## src/rtl/sram_access_ctrl.sv

```systemverilog
// -----------------------------------------------------------------------------
// sram_access_ctrl
//
// Sequences every SRAM access for the SLC-3 datapath. It sits between the
// ISDU/MAR/MDR and the SRAM pins. It accepts one read or write at a time and
// drives the active-low SRAM strobes with programmable wait states. It also
// controls write-data bus turnaround, captures read data and returns a
// one-cycle ready pulse (R) to the ISDU.
//
// Optional build macro: SRAM_WRITE_VERIFY_EN
//   When defined, every write is followed by a read-back (VF_ACC) of the same
//   address. Verify_Err flags any enabled byte that did not match.
//   When undefined, Verify_Err is tied low.
//
// Parameters
//   WAIT_CYCLES : cycles OE (read) or WE (write) is held low; 0 behaves as 1
//
// Ports
//   Clk         in   system clock, rising edge
//   Reset       in   synchronous, active-high reset
//   Req_Rd      in   read request level, sampled only in IDLE
//   Req_Wr      in   write request level, sampled only in IDLE (wins over read)
//   Addr        in   [15:0] access address (MAR_out)
//   Wr_Data     in   [15:0] write data (MDR_out)
//   Byte_En     in   [1:0] [1]=upper byte, [0]=lower byte
//   Data_In     in   [15:0] data returned by the SRAM
//   Busy        out  high in every non-IDLE state
//   R           out  one-cycle completion pulse
//   LD_MDR_MEM  out  one-cycle pulse with R, reads only
//   Rd_Data     out  [15:0] registered read data (disabled bytes read as 0x00)
//   ADDR        out  [15:0] latched address to the SRAM
//   Data_Out    out  [15:0] latched write data
//   Data_OE     out  enable for the external write-data tri-buffer
//   CE,UB,LB,OE,WE out SRAM strobes, active-low
//   Verify_Err  out  write read-back mismatch, coincident with R
// -----------------------------------------------------------------------------
module sram_access_ctrl #(
  parameter int WAIT_CYCLES = 2
) (
  input  logic        Clk,
  input  logic        Reset,
  input  logic        Req_Rd,
  input  logic        Req_Wr,
  input  logic [15:0] Addr,
  input  logic [15:0] Wr_Data,
  input  logic [1:0]  Byte_En,
  input  logic [15:0] Data_In,
  output logic        Busy,
  output logic        R,
  output logic        LD_MDR_MEM,
  output logic [15:0] Rd_Data,
  output logic [15:0] ADDR,
  output logic [15:0] Data_Out,
  output logic        Data_OE,
  output logic        CE,
  output logic        UB,
  output logic        LB,
  output logic        OE,
  output logic        WE,
  output logic        Verify_Err
);

  localparam int W_EFF = (WAIT_CYCLES < 1) ? 1 : WAIT_CYCLES;
  localparam int CNT_W = $clog2(W_EFF + 1);
  localparam logic [CNT_W-1:0] CNT_LAST = CNT_W'(W_EFF - 1);

`ifdef SRAM_WRITE_VERIFY_EN
  typedef enum logic [2:0] {
    IDLE, RD_ACC, WR_SETUP, WR_PULSE, WR_HOLD, DONE, VF_ACC
  } state_t;
`else
  typedef enum logic [2:0] {
    IDLE, RD_ACC, WR_SETUP, WR_PULSE, WR_HOLD, DONE
  } state_t;
`endif

  state_t           r_state;
  state_t           w_next;
  logic [CNT_W-1:0] r_cnt;
  logic [1:0]       r_be;
  logic             r_is_rd;
  logic             w_accept;
  logic             w_timed;
  logic             w_cnt_last;

  // Zero out the bytes that were not enabled for this access.
  function automatic logic [15:0] f_mask_bytes(input logic [15:0] d,
                                               input logic [1:0]  be);
    f_mask_bytes = {(be[1] ? d[15:8] : 8'h00), (be[0] ? d[7:0] : 8'h00)};
  endfunction

  assign w_accept   = (r_state == IDLE) && (Req_Rd || Req_Wr);
  assign w_cnt_last = (r_cnt == CNT_LAST);

`ifdef SRAM_WRITE_VERIFY_EN
  assign w_timed = (r_state == RD_ACC) || (r_state == WR_PULSE) ||
                   (r_state == VF_ACC);
`else
  assign w_timed = (r_state == RD_ACC) || (r_state == WR_PULSE);
`endif

  // ---- state register ----
  always_ff @(posedge Clk) begin
    if (Reset) r_state <= IDLE;
    else       r_state <= w_next;
  end

  always_comb begin
    w_next = r_state;
    case (r_state)
      IDLE: begin
        if (Req_Wr || Req_Rd) begin
          // A request with no bytes enabled completes without touching the SRAM.
          if (Byte_En == 2'b00) w_next = DONE;
          else if (Req_Wr)      w_next = WR_SETUP;
          else                  w_next = RD_ACC;
        end
      end
      RD_ACC:   if (w_cnt_last) w_next = DONE;
      WR_SETUP: w_next = WR_PULSE;
      WR_PULSE: if (w_cnt_last) w_next = WR_HOLD;
`ifdef SRAM_WRITE_VERIFY_EN
      WR_HOLD:  w_next = VF_ACC;
      VF_ACC:   if (w_cnt_last) w_next = DONE;
`else
      WR_HOLD:  w_next = DONE;
`endif
      DONE:     w_next = IDLE;
      default:  w_next = IDLE;
    endcase
  end

  // ---- wait counter: cleared on every state change, saturates at CNT_LAST ----
  always_ff @(posedge Clk) begin
    if (Reset || (w_next != r_state)) r_cnt <= '0;
    else if (w_timed && !w_cnt_last)  r_cnt <= r_cnt + 1'b1;
  end

  // ---- request latch and read capture ----
  always_ff @(posedge Clk) begin
    if (Reset) begin
      ADDR     <= '0;
      Data_Out <= '0;
      Rd_Data  <= '0;
      r_be     <= '0;
      r_is_rd  <= 1'b0;
    end else begin
      if (w_accept) begin
        ADDR     <= Addr;
        Data_Out <= Wr_Data;
        r_be     <= Byte_En;
        r_is_rd  <= !Req_Wr;
      end
      if ((r_state == RD_ACC) && w_cnt_last)
        Rd_Data <= f_mask_bytes(Data_In, r_be);
    end
  end

`ifdef SRAM_WRITE_VERIFY_EN
  logic r_verr;

  // ---- read-back compare at the end of the verify access ----
  always_ff @(posedge Clk) begin
    if (Reset || w_accept)
      r_verr <= 1'b0;
    else if ((r_state == VF_ACC) && w_cnt_last)
      r_verr <= (f_mask_bytes(Data_In, r_be) != f_mask_bytes(Data_Out, r_be));
  end

  assign Verify_Err = (r_state == DONE) && r_verr;
`else
  assign Verify_Err = 1'b0;
`endif

  // ---- strobe decode (Moore, from registered state) ----
  always_comb begin
    CE         = 1'b1;
    OE         = 1'b1;
    WE         = 1'b1;
    UB         = 1'b1;
    LB         = 1'b1;
    Data_OE    = 1'b0;
    R          = 1'b0;
    LD_MDR_MEM = 1'b0;
    Busy       = (r_state != IDLE);
    case (r_state)
`ifdef SRAM_WRITE_VERIFY_EN
      RD_ACC, VF_ACC: begin
`else
      RD_ACC: begin
`endif
        CE = 1'b0;
        OE = 1'b0;
        UB = ~r_be[1];
        LB = ~r_be[0];
      end
      WR_SETUP, WR_HOLD: begin
        CE      = 1'b0;
        Data_OE = 1'b1;
        UB      = ~r_be[1];
        LB      = ~r_be[0];
      end
      WR_PULSE: begin
        CE      = 1'b0;
        Data_OE = 1'b1;
        WE      = 1'b0;
        UB      = ~r_be[1];
        LB      = ~r_be[0];
      end
      DONE: begin
        R          = 1'b1;
        LD_MDR_MEM = r_is_rd;
      end
      default: ;
    endcase
  end

endmodule

```

## config.mk

```make
export PLATFORM = sky130hd
export DESIGN_NAME = sram_access_ctrl
export DESIGN_NICKNAME = d
export VERILOG_FILES = /design/src/rtl/sram_access_ctrl.sv
export SDC_FILE = /design/constraint.sdc
export NUM_CORES = 1
export LEC_CHECK = 0
export CAP_MARGIN = 5
export CORE_AREA = 2 2 78 80
export CTS_CLUSTER_SIZE = 12
export DETAILED_ROUTE_END_ITERATION = 7
export DIE_AREA = 0 0 80 82
export HOLD_SLACK_MARGIN = 0.08
export PLACE_DENSITY = 0.86
export SYNTH_ARGS = -nofsm -noshare
export SYNTH_HDL_FRONTEND = slang
export SYNTH_SLANG_ARGS = --single-unit
```

## constraint.sdc

```tcl
create_clock -name Clk -period 1.8 [get_ports Clk]
set_input_delay 0.36 -clock Clk [delete_from_list [all_inputs] [get_ports Clk]]
set_output_delay 0.36 -clock Clk [all_outputs]
set_load 0.01 [all_outputs]
```

==> flow_summary.toml <==
[outcome]
outcome = "complete, no violations"

[drt]
drc_errors = 0
wl_per_cell_um = 13.6
wl_mm = 6.45
drt_iter0_markers = 99
drtAntennaViolNets = 0
num_vias = 2314
first_pass_iters = 4
viasPerCell = 4.89

[timing]
setup-violations-final = 0
min_period_ps = 1740
hold_viol_final = 0
slew_headroom = 0.632
slew_viol_final = 0
worstMarginPinSlew_ps = 551
fin_ws_ps = 55.4
finalCritPeriodShare = 0.969
finClkSkew_ps = 5.20
fmax_mhz = 573
grt_setup_unrepaired = "no"

[power_and_ir_drop]
vdd_drop_max_mv = 0.564
total_power_mw = 3.02
p_per_area_nw_per_um2 = 842
total_leakage_power_nw = 1.31

[clock_tree]
cts_buffer_depth = 2
cts_max_level = 2
cts_sinks = 56
cts_tree = "done"
cts_buffers = 5
clk_latency_ps = 310
root_buffer = "clkbuf_8"
cts_hold_buf = 0
clk_pin_slew_ps = 100

[placed_design]
globalplace.congestion = 0.811
dpl_worst_slack_ps = -31.4
post-dp-hpwl_mm = 4.89
post_dp_cell_area_sq_um = 3470
io_buffer_count = 110

[floorplan]
coreArea_sq_um = 5750
die_x_um = 80
io_pins = 112
rows = 28
die_h_um = 82
dieArea_sq_um = 6560
start_util = 0.387

[critical_path]
r2r_cells = 8
arrival_ps = 1380
crit_type = "reg2out"
critPathTopFamily = "buffers and inverters"
critPathMaxStageDelay_ps = 380
cp.required_ps = 1440
worst_path_max_delay_cell = "dfxtp_4"
r2r-end = "r_state[2]"
cp_cell_sequence = "buf_4, nor3_4, inv_2, dlygate4sd2_1"
worst-path-buf-inv = 3
cp_max_fo = 6
rr_startpoint = "r_state[2]"
r2r_slack_ps = 210
cp-start-kind = "flip-flop"
endpoint_kind = "output pin"

[synthesis]
yosys-top-cells-count = "93 x nand2_1, 56 x a21oi_1, 56 x dfxtp_1, 17 x nand3_1"
syn_area_sq_um = 2220
yosys_warnings = 0
synthTopCellsByArea = "dfxtp_1 50%, nand2_1 16%, a21oi_1 13%, nand3_1 3.8%, clkbuf_1 1.5%"
syn_avg_cell_area_sq_um = 7.82
yosys.cell_count.top_type = "nand2_1"
synthArstFlopShare = 0
synth_top_area_cell = "dfxtp_1"
syn_inst = 284
synth_seq_cells = 56
ys_seq_area_frac = 0.505
ys_types = 37
synth_fp_nets = 339
synth_top_area_share = 0.505
synth_edf_count = 0
yosys_most_used_dff = "dfxtp_1"

[global_route]
grt_use_total = 0.194
grt_pass1_vias = 2183
antenna_found_initial = 0
grt_overflow = 0
grt_max_degree = 35
grt_pass1_wl_mm = 10.0

[final_layout]
drive_gt1_frac = 0.113
fin_area_sq_um = 3590
multi_input_area_sq_um = 987
ff_latch_area_sq_um = 1130
diodes = 0
synthToLayoutAreaGrowth_pct = 61.6
num-nets-final = 452
fill_cells = 494

[job]
cap_violations = 0

[worst_hold_path]
min_path_type = "in2reg"
hold_end = "r_state[1]"
hp-start = "Reset"
hold-path-cell-count = 2
[metrics by stage]
| stage | cells | utilization | hold WS [ps] | setup TNS, ps |
|---|---|---|---|---|
| after floorplan | 284 | - | 476 | 0 |
| after global placement | 464 | 0.604 | 437 | 0 |
| after detailed placement | 464 | 0.604 | 444 | -40.0 |
| after CTS | 473 | 0.624 | 295 | 0 |
| after global routing | 473 | 0.625 | 304 | 0 |
| final | 473 | 0.625 | 304 | 0 |
[what timing repair did]
item	in CTS	in global routing
setup buffers	1	0
pin swaps	1	1
endpoints found under the setup margin	9	3
gates cloned	0	0
gates resized for setup	18	2
[state kept, by name, indices dropped and copies added (netlist names)]
signal / flops
ADDR: 16
Data_Out: 16
Rd_Data: 16
r_state: 3
r_be: 2
r_cnt: 2
r_is_rd: 1
[logic make-up after synthesis]
logic type / synth area share
adder cells (fa/ha/maj): 0.00563
AO/OA/AOI/OAI: 0.169
other: 0.00169
XOR/XNOR: 0.00788
flip-flops: 0.505
AND/OR/NAND/NOR: 0.251
buffers and inverters: 0.0597
[how the worst max path moves through the flow]
stage	start	end	slack, ps	depth (start not counted)
after floorplan	r_cnt[0]	Rd_Data[10]	370	7
after global placement	Req_Wr	r_cnt[1]	20	5
after detailed placement	Req_Wr	r_cnt[1]	-30	5
after CTS	r_state[1]	UB	20	5
after global routing	r_state[1]	UB	2	5
final	r_state[2]	Busy	60	4
[cells in the final DEF, fill, tap and decap left out, types with 2 or more instances in the layout]
cell / count
nor2_4: 2
inv_2: 2
nand3_1: 17
dfxtp_1: 53
buf_12: 3
a21oi_1: 56
buf_4: 16
nor2_1: 8
dlygate4sd2_1: 8
inv_1: 2
nand2_1: 93
dfxtp_4: 3
o21ai_0: 2
clkbuf_8: 5
clkdlybuf4s50_1: 100
[final cells by class]
| cell class | count | area share |
|---|---|---|
| flip-flops and latches | 56 | 0.315 |
| repair buffers | 129 | 0.353 |
| clock inverters | 3 | 0.00767 |
| inverters | 4 | 0.00418 |
| clock buffers | 5 | 0.0192 |
| multi-input cells | 201 | 0.275 |
| well taps | 75 | 0.0261 |
[layer usage]
metal	routed length, um	share of wire	GRT usage	up-vias
met4	68	0.011	0.0424	0
met3	666	0.10	0.0725	8
met5	0	0	0	-
met2	3130	0.49	0.353	106
li1	-	-	-	1161
met1	2580	0.40	0.218	1039
[worst reg2reg max path: stages, from the launching register on]
cell and delay, ps:
dfxtp_4 380, buf_4 150, nor3_4 220, inv_2 50
buf_4 150, nor2_4 170, buf_12 170, nand2_1 70
a31oi_1 170
[power breakdown]
part / internal, mW / switching [mW]
Clock: 0.287 / 0.430
Combinational: 0.475 / 0.431
Sequential: 1.34 / 0.0622
Total: 2.10 / 0.923
Power figures use the tool's default switching activity.
